===== src/rtl/hs_sync_aligner.sv =====
// C-PHY HS receive front end: finds preamble + sync word, then forwards payload
// symbols word-aligned to the deserializer and pads to a word boundary at burst end.
//
// state    | meaning
// IDLE     | waiting for the first preamble symbol (3)
// PREAMBLE | counting consecutive 3s
// SYNC     | matching the remainder of the sync word 3444443
// DATA     | forwarding payload symbols to the deserializer
// FLUSH    | padding zero symbols until WordPhase wraps to 0
module hs_sync_aligner #(
  parameter int PRE_MIN   = 7,
  parameter int PRE_CNT_W = 4
) (
  input  logic       RxSymClkHS,
  input  logic       RstN,
  input  logic [2:0] RxSymIn,
  input  logic       RxSymValid,
  input  logic       HSRxEn,
  output logic [2:0] SerSym,
  output logic       HSDeserEn,
  output logic       SyncDetected,
  output logic       SyncErr,
  output logic       RxActiveHS,
  output logic [2:0] WordPhase
);

  localparam logic [2:0] IDLE     = 3'd0;
  localparam logic [2:0] PREAMBLE = 3'd1;
  localparam logic [2:0] SYNC     = 3'd2;
  localparam logic [2:0] DATA     = 3'd3;
  localparam logic [2:0] FLUSH    = 3'd4;

  localparam logic [2:0] SYM3 = 3'b011;
  localparam logic [2:0] SYM4 = 3'b100;

  logic [2:0]           r_state, w_state;
  logic [PRE_CNT_W-1:0] r_cnt, w_cnt;
  logic [2:0]           r_idx, w_idx;
  logic [2:0]           r_ser, w_ser;
  logic                 r_en, w_en;
  logic                 r_det, w_det;
  logic                 r_err, w_err;
  logic                 r_act, w_act;
  logic [2:0]           r_wp, w_wp;
  logic [2:0]           w_wp_inc;
  logic [2:0]           w_pos;
  logic [2:0]           w_exp;

  assign w_wp_inc = (r_wp == 3'd6) ? 3'd0 : r_wp + 3'd1;
  // r_idx is the last matched sync position; the incoming symbol is position r_idx+1
  assign w_pos    = r_idx + 3'd1;
  assign w_exp    = (w_pos == 3'd6) ? SYM3 : SYM4;

  always_comb begin
    w_state = r_state;
    w_cnt   = r_cnt;
    w_idx   = r_idx;
    w_ser   = r_ser;
    w_en    = 1'b0;
    w_det   = 1'b0;
    w_err   = 1'b0;
    w_wp    = r_wp;
    case (r_state)
      IDLE: begin
        w_cnt = '0;
        w_idx = 3'd0;
        w_wp  = 3'd0;
        if (HSRxEn && RxSymValid && RxSymIn == SYM3) begin
          w_state = PREAMBLE;
          w_cnt   = PRE_CNT_W'(1);
        end
      end
      PREAMBLE: begin
        if (!HSRxEn) begin
          w_state = IDLE;
          w_cnt   = '0;
        end else if (RxSymValid) begin
          if (RxSymIn == SYM3) begin
            w_cnt = (r_cnt == {PRE_CNT_W{1'b1}}) ? r_cnt : r_cnt + 1'b1;
          end else if (RxSymIn == SYM4 && r_cnt >= PRE_CNT_W'(PRE_MIN)) begin
            w_state = SYNC;
            w_idx   = 3'd1;
            w_cnt   = '0;
          end else begin
            w_state = IDLE;
            w_cnt   = '0;
          end
        end
      end
      SYNC: begin
        if (!HSRxEn) begin
          w_state = IDLE;
          w_idx   = 3'd0;
        end else if (RxSymValid) begin
          if (RxSymIn == w_exp) begin
            if (w_pos == 3'd6) begin
              w_state = DATA;
              w_det   = 1'b1;
              w_wp    = 3'd0;
              w_idx   = 3'd0;
            end else begin
              w_idx = w_pos;
            end
          end else begin
            w_state = IDLE;
            w_err   = 1'b1;
            w_idx   = 3'd0;
          end
        end
      end
      DATA: begin
        if (!HSRxEn) begin
          w_state = (r_wp == 3'd0) ? IDLE : FLUSH;
        end else if (RxSymValid) begin
          w_ser = RxSymIn;
          w_en  = 1'b1;
          w_wp  = w_wp_inc;
        end
      end
      FLUSH: begin
        w_ser = 3'd0;
        w_en  = 1'b1;
        w_wp  = w_wp_inc;
        if (w_wp_inc == 3'd0) w_state = IDLE;
      end
      default: begin
        w_state = IDLE;
        w_cnt   = '0;
        w_idx   = 3'd0;
        w_wp    = 3'd0;
      end
    endcase
    w_act = (w_state == DATA) || (w_state == FLUSH);
  end

  always_ff @(posedge RxSymClkHS or negedge RstN) begin
    if (!RstN) begin
      r_state <= IDLE;
      r_cnt   <= '0;
      r_idx   <= 3'd0;
      r_ser   <= 3'd0;
      r_en    <= 1'b0;
      r_det   <= 1'b0;
      r_err   <= 1'b0;
      r_act   <= 1'b0;
      r_wp    <= 3'd0;
    end else begin
      r_state <= w_state;
      r_cnt   <= w_cnt;
      r_idx   <= w_idx;
      r_ser   <= w_ser;
      r_en    <= w_en;
      r_det   <= w_det;
      r_err   <= w_err;
      r_act   <= w_act;
      r_wp    <= w_wp;
    end
  end

  assign SerSym       = r_ser;
  assign HSDeserEn    = r_en;
  assign SyncDetected = r_det;
  assign SyncErr      = r_err;
  assign RxActiveHS   = r_act;
  assign WordPhase    = r_wp;

endmodule


===== config.mk =====
export PLATFORM = sky130hd
export DESIGN_NAME = hs_sync_aligner
export DESIGN_NICKNAME = d
export VERILOG_FILES = /design/src/rtl/hs_sync_aligner.sv
export SDC_FILE = /design/constraint.sdc
export NUM_CORES = 1
export LEC_CHECK = 0
export CAP_MARGIN = 0
export CORE_ASPECT_RATIO = 1.1
export CORE_MARGIN = 2
export CORE_UTILIZATION = 52
export CTS_CLUSTER_DIAMETER = 100
export DETAILED_ROUTE_END_ITERATION = 6
export HOLD_SLACK_MARGIN = 0.15
export PLACE_DENSITY = 0.77
export SYNTH_ARGS = -nofsm -noshare
export SYNTH_HDL_FRONTEND = slang
export SYNTH_SLANG_ARGS = --single-unit
export TNS_END_PERCENT = 10

===== constraint.sdc =====
create_clock -name RxSymClkHS -period 2.5 [get_ports RxSymClkHS]
set_clock_uncertainty 0.1 [all_clocks]
set_input_delay 0.5 -clock RxSymClkHS [delete_from_list [all_inputs] [get_ports RxSymClkHS]]
set_output_delay 0.5 -clock RxSymClkHS [all_outputs]
set_load 0.03 [all_outputs]

### Word level (Yosys, flattened, before mapping)

Cells that the tools add are included.

* logic and storage cells: 107
* register bits after elaboration: 20
* output and inout port bits: 10

* bitwise gates (word level): 3
* order comparisons: 1
* reduce and logical (&&, ||, !) cells: 14
* equality and inequality tests: 25
* add/sub/neg operators: 3
* muxes and demuxes: 52

Operator list (count)
* two-way mux 3 bit: 29
* inequality test 2 bit (second input constant): 10
* two-way mux 4 bit: 4
* equality test 3 bit (second input constant): 5
* one-hot mux 3 bit (5 select lines): 1
* equality test 3 x 2 -> 1 bit (second input constant): 4
* two-way mux 1 bit: 12
* one-hot mux 3 bit (4 select lines): 1
* one-hot mux 4 bit (3 select lines): 1
* logical NOT 3 bit: 3
* one-hot mux 3 bit (3 select lines): 1
* AND reduction 7 bit: 1
* adder 3 x 1 -> 3 bit (second input constant): 2
* inequality test 3 bit (second input constant): 2
* one-hot mux 3 bit (2 select lines): 1
* AND reduction 3 bit: 2
* AND reduction 6 bit: 1
* adder 4 x 1 -> 4 bit (second input constant): 1
* equality test 4 bit (second input constant): 1
* >= comparator 4 x 3 -> 1 bit (second input constant): 1
* inequality test 4 bit (second input constant): 1
* equality test 3 x 1 -> 1 bit (second input constant): 1
* equality test 3 bit: 1
* logical AND 1 bit: 3
* other kinds (7): 9

### Depth between registers and ports, before layout

Gate-level depths: netlist of run 1.

* word-level depth: 10
* mapped depth: 7
* gate-level depth less buffers: 7

### Worst setup path after synthesis of run 1

OpenSTA, ideal clock, no wires.

* path type: flip-flop to flip-flop
* start: register r_cnt[0]
* end: register r_idx[0]
* arrival time: 1695 ps
* setup time: 125 ps
* required time: 2275 ps
* path buffers: 0
* path slack: 580 ps
* cell stages (with the launch flop): 6
* path through: dfrtp_1 > ha_1 > a21oi_1 > nor3_2 > o311ai_1 > mux2_2

* longest elaborated chain between the ends: 4

Ends and longest elaborated chain
* start: declaration: RTL line 37 `logic [PRE_CNT_W-1:0] r_cnt, w_cnt;`
* start signal: assignment: RTL line 149 `r_cnt <= w_cnt;`
* >= comparator 4 x 3 -> 1 bit: RTL line 80 `end else if (RxSymIn == SYM4 && r_cnt >= PRE_CNT_W'(PRE_MIN)) begin`
* logical AND 1 bit: RTL line 80
* inequality test 2 bit (no line)
* AND reduction 6 bit (no line)
* end signal: assignment: RTL line 150 `r_idx <= w_idx;`
* end: declaration: RTL line 38 `logic [2:0] r_idx, w_idx;`

Every way passes these cells.
A chain may end at the register's enable or synchronous reset.

### Worst setup path after layout of run 1

* start: register r_state[0]
* end: register r_idx[0]

* longest elaborated chain between the ends: 4

Ends and longest elaborated chain
* start: declaration: RTL line 36 `logic [2:0] r_state, w_state;`
* start signal: assignment: RTL line 148 `r_state <= w_state;`
* equality test 3 bit / equality test 3 x 2 -> 1 bit (equally long branches): RTL line 63 `case (r_state)`
* OR reduction 2 bit (no line)
* inverter 1 bit (no line)
* AND reduction 6 bit (no line)

Several ways; a longest one is shown, not always the timed one.

==> results of run 1 <==
[metrics by stage]
step / hold slack (ns) / std cells / util
global placement: 0.4030 / 162 / 0.6526
CTS: 0.4178 / 166 / 0.6783
finish: 0.4141 / 166 / 0.6783
global route: 0.4439 / 166 / 0.6783
detailed placement: 0.4109 / 162 / 0.6526
floorplan: 0.1044 / 119 / -
[sequential cells by signal, summed over array words and instances (netlist names)]
signal / flops
r_cnt: 4
SerSym: 3
WordPhase: 3
r_idx: 3
r_state: 3
HSDeserEn: 1
RxActiveHS: 1
SyncDetected: 1
SyncErr: 1
[cell usage in the layout, fill, tap and decap left out, drive strengths merged, types with 2 or more instances in the layout]
cell           synthesis  layout
inv                    6       6
a22o                   4       4
a21oi                  8       8
o21ai                  7       7
nand2b                 2       2
dfrtp                 20      20
o31ai                  4       4
nor2                   8       8
clkdlybuf4s50          0      16
nor3                   7       7
nand3                  3       3
or4                    3       3
buf                    3       3
or3                    4       4
mux2i                  3       3
nor2b                  3       3
o21bai                 2       2
a31oi                  2       2
nand4                  2       2
clkbuf                 1       3
a21o                   2       2
ha                     3       3
nand2                 11      11
[power by group]
group / switching, mW / leakage, nW / internal, mW
sequential: 0.0103 / 0.278 / 0.328
combinational: 0.0397 / 0.292 / 0.0318
clock: 0.106 / 0.0279 / 0.162
total: 0.156 / 0.598 / 0.522
[cell families (layout without fill, tap and decap cells)]
group / after synthesis / after routing / share of synthesized area
mux: 4 / 4 / 0.03634
compound gates: 33 / 33 / 0.2147
buf+inv: 10 / 29 / 0.03854
flops: 20 / 20 / 0.4405
simple gates: 47 / 47 / 0.2214
fa+ha+maj: 3 / 3 / 0.03304
xor+xnor: 2 / 2 / 0.01542
[area by class of cell]
class | instances | area, um2
timing repair buffer | 19 | 182.7
inverter | 6 | 22.52
multi-input combinational | 89 | 591.8
clock buffer | 3 | 22.52
tap | 28 | 35.03
clock inverter | 1 | 30.03
sequential | 20 | 500.5
fill | 153 | 656.9
[worst max-delay path by stage]
stage	to	depth (start not counted)	start
6_report	r_idx[0]	3	r_state[0]
5_1_grt	r_idx[0]	5	r_cnt[0]
4_1_cts	r_idx[0]	5	r_cnt[0]
3_5_place_dp	r_idx[0]	5	HSRxEn
3_3_place_gp	r_idx[0]	5	HSRxEn
2_1_floorplan	r_idx[0]	5	r_cnt[0]
[worst max-delay path, delay by kind of cell (launching register included)]
family                 cells  cell delay (ns)
flip-flops                 1             0.66
buffers and inverters      1             0.27
AO/OA/AOI/OAI              1             0.66
multiplexers               1             0.41
[layer usage]
metal / vias up / wire length [um]
met3: 6 / 113
met4: 0 / 55
met1: 473 / 1043
met5: - / 0
li1: 474 / -
met2: 43 / 1256
[cell usage after synthesis, drive strengths merged (2+ instances only)]
master / number / area, um2
ha: 3 / 37.54
a21oi: 8 / 43.79
a22o: 4 / 35.03
dfrtp: 20 / 500.5
a31oi: 2 / 18.77
nand2: 11 / 41.29
or3: 4 / 30.03
a21o: 2 / 15.01
buf: 3 / 17.52
nor2b: 3 / 18.77
nor2: 8 / 30.03
inv: 6 / 22.52
nor3: 7 / 40.04
o21ai: 7 / 35.03
nand4: 2 / 12.51
nand3: 3 / 15.01
nand2b: 2 / 12.51
o31ai: 4 / 43.79
o21bai: 2 / 15.01
mux2i: 3 / 30.03
or4: 3 / 22.52
==> impl.org, run 1 <==
** Finish
- Synth-to-layout area growth :: 21.92%
- With fillers left out, the area of the finished cells amounts to 1385 um2.
- The number of antenna diodes in the final layout is 0.
- Final #Nets :: 149
- Of the cells placed in the final design, the portion with a size suffix greater than 1 is 0.1014.

** Worst setup path
- In this design, the stage delay of the slowest critical-path cell is 0.66 ns.
- Cell-by-cell trace of the critical path :: inv_1, o311ai_1, mux2_2
- Setup slack on the worst reg-to-reg path comes out at 0.29 ns.
- The startpoint identified for the worst register-to-register timing path is r_state[0].
- Of all nets on the critical path, the largest fanout is 15.
- The largest individual stage delay along the critical path comes from the cell sky130_fd_sc_hd__dfrtp_1.
- For the worst flop-to-flop path, the logic depth is 3.
- Type of destination of the critical path :: register
- Crit path arrival time :: 2.31 ns
- Worst r2r dst :: r_idx[0]
- The worst setup path is launched from a register.
- Data on the critical path is required at its endpoint by 2.60 ns.
- Critical path type :: register to register

** Placement
- In this run the cell area measured after placement is 1333 um2.
- Summed over all nets, the half-perimeter wirelength after detailed placement is 1825 um.
- Port buffering added 16 buffers.
- Setup Slack @ Placement :: 0.02714 ns
- The congestion estimate from routability-driven global placement came to 0.8724.

** Die
- Die Area :: 2575 um2
- The initialized floorplan defines 17 standard-cell rows.
- Total I/O pin count :: 17
- Initial core utilization :: 0.5564
- The floorplan step set the die height to 53.03 um.
- The floorplan step set the die width to 48.57 um.
- The region available for standard cell placement spans 2042 um2.

** Clock network
- The number of clock buffers added by TritonCTS is 3.
- H-tree depth reported by CTS :: 1
- Hold repair after CTS inserted 0 buffers.
- Later-pin clock latency in the skew report :: 0.31 ns
- Clk buf depth :: 2
- In this run, post-CTS repair resized a total of 0 instances.
- The root buffer cell chosen for the clock tree is sky130_fd_sc_hd__clkbuf_4.
- Clock-pin slew was measured on the worst setup and hold paths at 0.12 ns.
- CTS tree :: done
- Counting every sink on the clock net gives 20.
- Post-CTS setup repair buffer count :: 0

** Synthesis
- Count of warnings emitted by yosys :: 0
- Synthesis instantiated 41 different standard cells from the library.
- Async SR Flop Fraction :: 1.000
- Synthesis-stage register bit count :: 20
- After synthesis, the mean cell area works out to 9.547 um2.
- Mapped Cells :: 119
- Post-synthesis instance area :: 1136 um2
- Sequential element share of the synthesized area :: 0.4405
- The number of nets handed over by synthesis was 129.
- Yosys mapped a number of flops with a built-in enable equal to 0.
- Most used flip-flop cell after synthesis :: sky130_fd_sc_hd__dfrtp_1

** Timing
- Based on the critical path, the design can be clocked at up to 453.2 MHz.
- Setup violations remaining at the end of the flow were counted as 0.
- Period Utilization, post-route :: 0.8825
- The max-slew violation count was 0.
- Total negative slack :: 0 ns
- At the pin with the least slew margin, the transition time is 0.7108 ns.
- Setup repair after global routing left no endpoint under its margin.
- Final critical-path required period :: 2.206 ns
- Fin. Hold Viols :: 0
- After layout, the worst setup slack is 0.2937 ns.
- The worst pin sits at a relative slew slack of 0.5225.

** Global route
- For this run, global-route usage on met1 was measured as 0.2703.
- The initial antenna violation count came to 0.
- The first global-routing pass estimated 4257 um of wire.
- In the global route stage, met3 resource usage came out at 0.02825.
- Entering global routing, the biggest net connects 21 pins.
- For this run the aggregate overflow at the end of global routing stands at 0.
- For this run, the total global-route usage over all layers was measured as 0.2203.
- The global routing stage identified its most utilized layer as met2.
- For this run, global-route usage on met2 was measured as 0.3704.
- The via count of the first global-routing pass was 972.

** Drt
- Final routed DRC violation total :: 0
- Routed len/inst :: 14.87 um
- Routed via count :: 996
- Detail Route Antenna Nets :: 0
- For this block, the routed nets add up to 2468 um of wire.
- For this block, the initial DRC count from the detailed router was 26.
- First drt pass iteration count :: 4
- Detailed-route vias per instance :: 6.000

** Pwr
- The design draws 678.0 uW.
- In this run the power density over the cells is 489.5 nW/um2.
- In this run the static leakage power is 0.5980 nW.
- The worst-case IR drop observed on VDD is 0.3929 mV.

** Outcome
- The run finished with clean final reports.

** Min path
- Classification of the worst-slack hold path :: primary input to asynchronous set/reset pin

** Flow run
- # Max-Cap Violations :: 0
Note: power is estimated with default switching activity, not from simulation.
==> run 2: changes to the inputs <==
REMOVE_ABC_BUFFERS = 1   (was default)
TNS_END_PERCENT = default   (was 10)
==> run 2 against run 1 <==
Core utilization is 0.37 points higher. Sequential cell count is the same. Clock power is 2% lower. Die area is the same. Global-route usage shrank 0.54 points. Setup slack improved by 0.017 ns. Power shrank 1.0%. Non-clock buffer count grew 1. Register-to-register slack improved by 0.02 ns.
==> impl.org, run 2 (synthesis gave the netlist of run 1 again) <==
** Outcome
- Outcome :: finished clean

** Pwr
- The leakage dissipation was 0.6021 nW (+0.69%).
- Peak supply drop :: 0.5241 mV (+33%)
- Power Dens Cells :: 482.0 nW/um2 (-1.5%)

** Global route
- First-pass GRT wire length :: 4188 um (-1.6%)
- The via count of the first global-routing pass was 960 (-1.2%).
- The initial antenna violation count came to 0 (unchanged).
- Final global-route overflow total :: 0 (unchanged)
- Total routing usage reported by global routing :: 0.2150 (-0.005380)
- Largest net degree at the start of global routing :: 21 (unchanged)

** Drt
- Met1 Wirelength :: 1058 um (+1.4%)
- The average wire length per cell after detail routing came to 14.37 um (-3.3%).
- Metal2 WL :: 1151 um (-8.4%)
- The detailed-routed wire length on met3 was 142 um (+26%).
- Number of DRC markers in iteration 0 :: 26 (unchanged)
- Detailed-route vias per instance :: 5.916 (-1.4%)
- After detailed routing, no signal wire sits above met4.
- Final routed DRC violation total :: 0 (unchanged)
- Routed via count :: 988 (-0.80%)
- First drt pass iteration count :: 4 (unchanged)
- Final WL :: 2400 um (-2.8%)
- Detail Route Antenna Nets :: 0 (unchanged)

** Worst setup path
- For this design, the slowest cell found on the critical path is sky130_fd_sc_hd__o311ai_1.
- Max incr delay on CP :: 0.55 ns (-0.11 ns)
- Count of cells along the worst register-to-register path :: 5 (+2)
- Required time at the endpoint of the critical path :: 2.60 ns (about the same)
- Type of destination of the critical path :: register
- Cell-by-cell trace of the critical path :: ha_1, a21oi_1, nor3_2, o311ai_1, mux2_2
- Crit path arrival time :: 2.29 ns (-0.02 ns)
- The largest fanout of any net on the critical path came to 5 (-10).
- The critical path in this run is classified as register to register.
- Sort of element at the start of the critical path :: register

** Clock network
- H-tree depth reported by CTS :: 1 (unchanged)
- Clk buf depth :: 2 (unchanged)
- TritonCTS built the clock tree.
- The total of cells resized after clock tree synthesis was 0 (unchanged).
- CTS placed an instance of sky130_fd_sc_hd__clkbuf_4 at the clock tree root.
- The clock edge transition at the registers on the reported setup and hold paths came to 0.11 ns (about the same).
- The total CTS buffers came to 3 (unchanged).
- The post-CTS setup repair buffer count was 0 (unchanged).
- Later-pin clock latency in the skew report :: 0.30 ns (about the same)
- Number of hold-repair buffers added at the cts stage :: 0 (unchanged)
- The clock sink total came to 20 (unchanged).

** Timing
- Final critical-path required period :: 2.190 ns (-0.01669 ns)
- Total negative slack :: 0 ns (unchanged)
- Max Clock Freq :: 456.7 MHz (+0.76%)
- The normalized max-slew margin came to 0.4812 (-0.04131).
- Fin. Hold Viols :: 0 (unchanged)
- Setup repair after global routing left no endpoint under its margin.
- The share of the clock period used by the worst path after layout came to 0.8759 (-0.006675).
- The final count of negative-setup-slack endpoints was 0 (unchanged).
- The max-slew violation count came to 0 (unchanged).
- The transition time at the pin with the least slew margin was 0.7723 ns (+0.06149 ns).

** Finish
- Filler-free cell count of the finished design :: 167 (+0.60%)
- The number of antenna cells inserted was 0 (unchanged).
- The multi-input logic area came to 591.8 um2 (unchanged).
- Fraction of final layout cells with drive strength greater than 1 :: 0.1079 (+0.006464)
- Commonest cells after routing, fill and taps aside :: sky130_fd_sc_hd__dfrtp_1 (20), sky130_fd_sc_hd__clkdlybuf4s50_1 (16), sky130_fd_sc_hd__nand2_1 (11), sky130_fd_sc_hd__nor2_1 (8), sky130_fd_sc_hd__a21oi_1 (7)
- Commonest non-fill, non-tap cell in the layout :: sky130_fd_sc_hd__dfrtp_1
- The sequential cell area in the final layout came to 500.5 um2 (unchanged).
- Compared with the post-synthesis result, the final layout area differs by 22.58%.
- The count of nets after finishing came to 150 (+0.67%).
- The number of flip-flops in the largest register is 4 (unchanged).
- Non-Filler Cell Area, Final :: 1393 um2 (+0.54%)
- The fill cell total of the finished layout came to 174 (+14%).
- Most flop-heavy register :: r_cnt
- The utilization of the core after routing came to 0.6820 (+0.003676).

** Die
- Die Y-Extent :: 53.03 um (unchanged)
- The horizontal extent of the die was 48.57 um (unchanged).
- Count of standard-cell rows :: 17 (unchanged)
- The initial standard-cell utilization of the core was 0.5564 (unchanged).
- Core Area :: 2042 um2 (unchanged)
- Total I/O pin count :: 17 (unchanged)
- Die Area :: 2575 um2 (unchanged)

** Flow run
- The number of maximum-capacitance violations came to 0 (unchanged).

** Placement
- Count of placed standard cells including taps :: 163 (+0.62%)
- Final RePlAce weighted congestion :: 0.9045 (+3.7%)
- The total cell area at the placement stage was 1340 um2 (+0.56%).
- Placed wire-length estimate after detailed placement :: 1771 um (-3.0%)
- Number of buffer cells added on primary ports :: 16 (unchanged)

** Min path
- Classification of the worst-slack hold path :: primary input to asynchronous set/reset pin
==> run 2: cell types whose count changed in the layout (fill, tap and decap cells not counted) <==
cell	before	now
sky130_fd_sc_hd__buf_4	3	4
==> run 2: per-layer routing <==
layer  GRT usage  up-vias
met3     0.03672        6
met1      0.2604      463
met4      0.1190        0
met5           0        -
li1            -      482
met2      0.3704       37
==> run 2: area by class of cell <==
cell class,count,area share
clock buffers,3,0.01617
well taps,28,0.02516
multi-input cells,89,0.4250
inverters,6,0.01617
flip-flops and latches,20,0.3594
clock inverters,1,0.02156
repair buffers,20,0.1366
==> run 2: worst paths after layout <==
kind | start | end | slack, ns
max reg2reg | r_cnt[0] | r_idx[0] | 0.31
min | RstN | r_idx[2] | 0.42
min in group RxSymClkHS | r_cnt[1] | r_cnt[1] | 0.44
max in group asynchronous | RstN | r_idx[1] | 1.67
max | r_cnt[0] | r_idx[0] | 0.31
min reg2reg | r_cnt[1] | r_cnt[1] | 0.44
==> run 2: worst max-delay path, delay by kind of cell (launching register included) <==
family	cells	cell delay (ns)
AO/OA/AOI/OAI	2	0.78
adder cells (fa/ha/maj)	1	0.27
flip-flops	1	0.46
AND/OR/NAND/NOR	1	0.07
multiplexers	1	0.41
==> run 2: metrics by stage <==
stage	power, mW	hold WS, ns	worst slack [ns]
2_1_floorplan	0.3786	0.1044	0.5801
3_3_place_gp	0.4127	0.4015	0.1129
3_5_place_dp	0.4142	0.4131	0.02873
4_1_cts	0.6780	0.4206	0.2879
5_1_grt	0.6987	0.4559	0.2246
6_report	0.6712	0.4232	0.3103
==> run 2: power breakdown <==
group          switching (mW)  leakage [nW]  internal [mW]  total (mW)
sequential             0.0101         0.278          0.328       0.338
clock                   0.101        0.0279          0.162       0.263
combinational          0.0381         0.297         0.0320      0.0700
==> run 3: changes to the inputs <==
CORE_ASPECT_RATIO = default   (was 1.1)
==> run 3 against run 2 <==
Routed wire length is 2.2% lower. Critical path depth stayed put. Sequential share of layout area up 0.065 points. Hold slack better by 0.00084 ns. Sequential power barely moved. Global-route usage down 0.75 points. Non-clock buffer count rose by 2. Power down 11%.
==> impl.org, run 3 (synthesis gave the netlist of run 1 again) <==
** Outcome
- The run finished with clean final reports.

** Drt
- Total met3 wirelength after detailed routing :: 141 um (-0.70%)
- The routed wire length was 2347 um (-2.2%).
- The number of iterations in the first detailed-routing pass came to 4 (unchanged).
- The length of routed wiring on met1 was 1065 um (+0.66%).
- Highest routing layer actually used :: met4
- The initial detailed-routing violation count is 48 (+85%).
- Metal2 WL :: 1114 um (-3.2%)
- The total number of vias is 1004 (+1.6%).
- Detail Route Antenna Nets :: 0 (unchanged)
- The routed via count divided by cell count came to 5.976 (+1.0%).
- Routed len/inst :: 13.97 um (-2.8%)
- Final routed DRC violation total :: 0 (unchanged)

** Global route
- Largest net degree at the start of global routing :: 21 (unchanged)
- The via count of the first global-routing pass is 906 (-5.6%).
- The global-route usage over all layers is 0.2075 (-0.007496).
- Antenna violations before repair :: 0 (unchanged)
- Final global-route overflow total :: 0 (unchanged)
- The first-pass GRT wire length is 4077 um (-2.7%).

** Die
- Die Area :: 2575 um2 (about the same)
- The cell row count came to 16 (-1).
- Core Area :: 2002 um2 (-2.0%)
- The horizontal extent of the die is 50.74 um (+4.5%).
- The count of boundary I/O pins was 17 (unchanged).
- The initial standard-cell utilization of the core is 0.5675 (+0.01113).
- The height of the chip was 50.74 um (-4.3%).

** Timing
- Setup repair after global routing left no endpoint under its margin.
- Number of endpoints failing setup at the final stage :: 0 (unchanged)
- The final worst setup slack was 0.2698 ns (-0.04059 ns).
- The achievable clock frequency is 448.4 MHz (-1.8%).
- Period Utilization, post-route :: 0.8921 (+0.01624)
- Fin. Hold Viols :: 0 (unchanged)
- The max-slew violation count came to 0 (unchanged).
- Final critical-path required period :: 2.230 ns (+0.04059 ns)
- The sum of negative setup slack is 0 ns (unchanged).
- The normalized max-slew margin was 0.4974 (+0.01628).
- The transition time at the pin with the least slew margin is 0.7481 ns (-0.02424 ns).

** Pwr
- Power Dens Cells :: 429.5 nW/um2 (-11%)
- The maximum vdd drop was 0.2365 mV (-55%).
- The total power consumption of the routed design was 597.0 uW (-11%).
- The leakage dissipation came to 0.6044 nW (+0.37%).

** Worst setup path
- Required time at the endpoint of the critical path :: 2.60 ns (about the same)
- Slowest cell on the critical path :: sky130_fd_sc_hd__o311ai_1
- Sort of element at the start of the critical path :: register
- Type of destination of the critical path :: register
- Critical path type :: register to register
- Crit path max fanout :: 5 (unchanged)
- The critical path data arrival time came to 2.33 ns (+0.04 ns).
- Walking the worst path, the cells encountered are ha_1, a21oi_1, nor3_2, o311ai_1, mux2_2.
- Slack of the worst reg-to-reg path :: 0.27 ns (-0.04 ns)
- The maximum single-stage delay on the critical path came to 0.60 ns (+0.05 ns).
- The worst path buffer plus inverter count was 0 (unchanged).
- Kind of cell adding the most delay to the critical path :: compound AO/OA/AOI/OAI gates

** Clock network
- The clock tree buffer depth was 2 (unchanged).
- The post-CTS setup repair buffer count came to 0 (unchanged).
- CTS tree :: done
- The number of hold buffers added after cts was 0 (unchanged).
- The root buffer cell chosen for the clock tree is sky130_fd_sc_hd__clkbuf_4.
- H-tree depth reported by CTS :: 1 (unchanged)
- The clock sink total came to 20 (unchanged).
- The clock edge transition at the registers on the reported setup and hold paths came to 0.11 ns (about the same).
- Number of buffers inserted during clock tree synthesis :: 3 (unchanged)
- The total of cells resized after clock tree synthesis is 0 (unchanged).
- The clock network latency to the later pin of the worst-skew pair was 0.30 ns (about the same).

** Min path
- Classification of the worst-slack hold path :: primary input to asynchronous set/reset pin

** Finish
- The utilization of the core after routing came to 0.6944 (+0.01239).
- Diode count :: 0 (unchanged)
- Commonest non-fill, non-tap cell in the layout :: sky130_fd_sc_hd__dfrtp_1
- The ratio of cells with drive above 1 in the final layout was 0.1206 (+0.01265).
- Synth-to-layout area growth :: 22.36%
- Max FFs per register :: 4 (unchanged)
- Counting flops per register, the top entry is r_cnt.
- The count of nets after finishing came to 152 (+1.3%).
- Non-Filler Cell Area, Final :: 1390 um2 (-0.18%)
- The top cell types in the final layout, fill and taps aside, are sky130_fd_sc_hd__dfrtp_1 (20), sky130_fd_sc_hd__clkdlybuf4s50_1 (16), sky130_fd_sc_hd__nand2_1 (11), sky130_fd_sc_hd__nor2_1 (8), sky130_fd_sc_hd__a21oi_1 (7).

** Placement
- Final RePlAce weighted congestion :: 0.8939 (-1.2%)
- Number of buffer cells added on primary ports :: 16 (unchanged)
- DP Area :: 1354 um2 (+1.0%)
- Placed wire-length estimate after detailed placement :: 1783 um (+0.71%)
- The worst setup timing slack at the placement stage was 0.06230 ns (+0.03357 ns).

** Flow run
- # Max-Cap Violations :: 0 (unchanged)
[run 3: changes by cell type in the layout (fill, tap and decap cells not counted), sizes merged]
cell	previous run	this run
bufinv	1	0
buf	4	6
clkbuf	3	4
[run 3: where the power goes]
| part | internal [mW] | switching, mW |
|---|---|---|
| registers | 0.328 | 0.00915 |
| logic | 0.0341 | 0.0393 |
| clock network | 0.0887 | 0.0973 |
[run 3: path summary, 6_finish.rpt]
path | depth (start not counted) | from | to
worst max register to register | 5 | r_cnt[0] | r_idx[0]
worst min register to register | 2 | r_cnt[1] | r_cnt[1]
worst max-delay path | 5 | r_cnt[0] | r_idx[0]
max in group asynchronous | 2 | RstN | WordPhase[0]
min in group RxSymClkHS | 2 | r_cnt[1] | r_cnt[1]
worst min-delay path | 2 | RstN | r_cnt[3]
[run 3: final cells by class]
cell class	count	area [um2]
clock buffers	4	36.28
inverters	6	22.52
flip-flops and latches	20	500.5
fillers	160	611.8
repair buffers	22	205.2
multi-input cells	89	591.8
well taps	27	33.78
[run 3: routing by layer]
metal	vias up	track usage
met5	-	0
met2	34	0.3399
met3	6	0.03571
met4	0	0.05856
li1	482	-
met1	482	0.2819
[run 3: metrics by stage]
stage               hold WS (ns)  instances
floorplan                 0.1044        115
global placement          0.3903        164
detailed placement        0.4078        164
CTS                       0.4323        168
global route              0.4541        168
finish                    0.4241        168
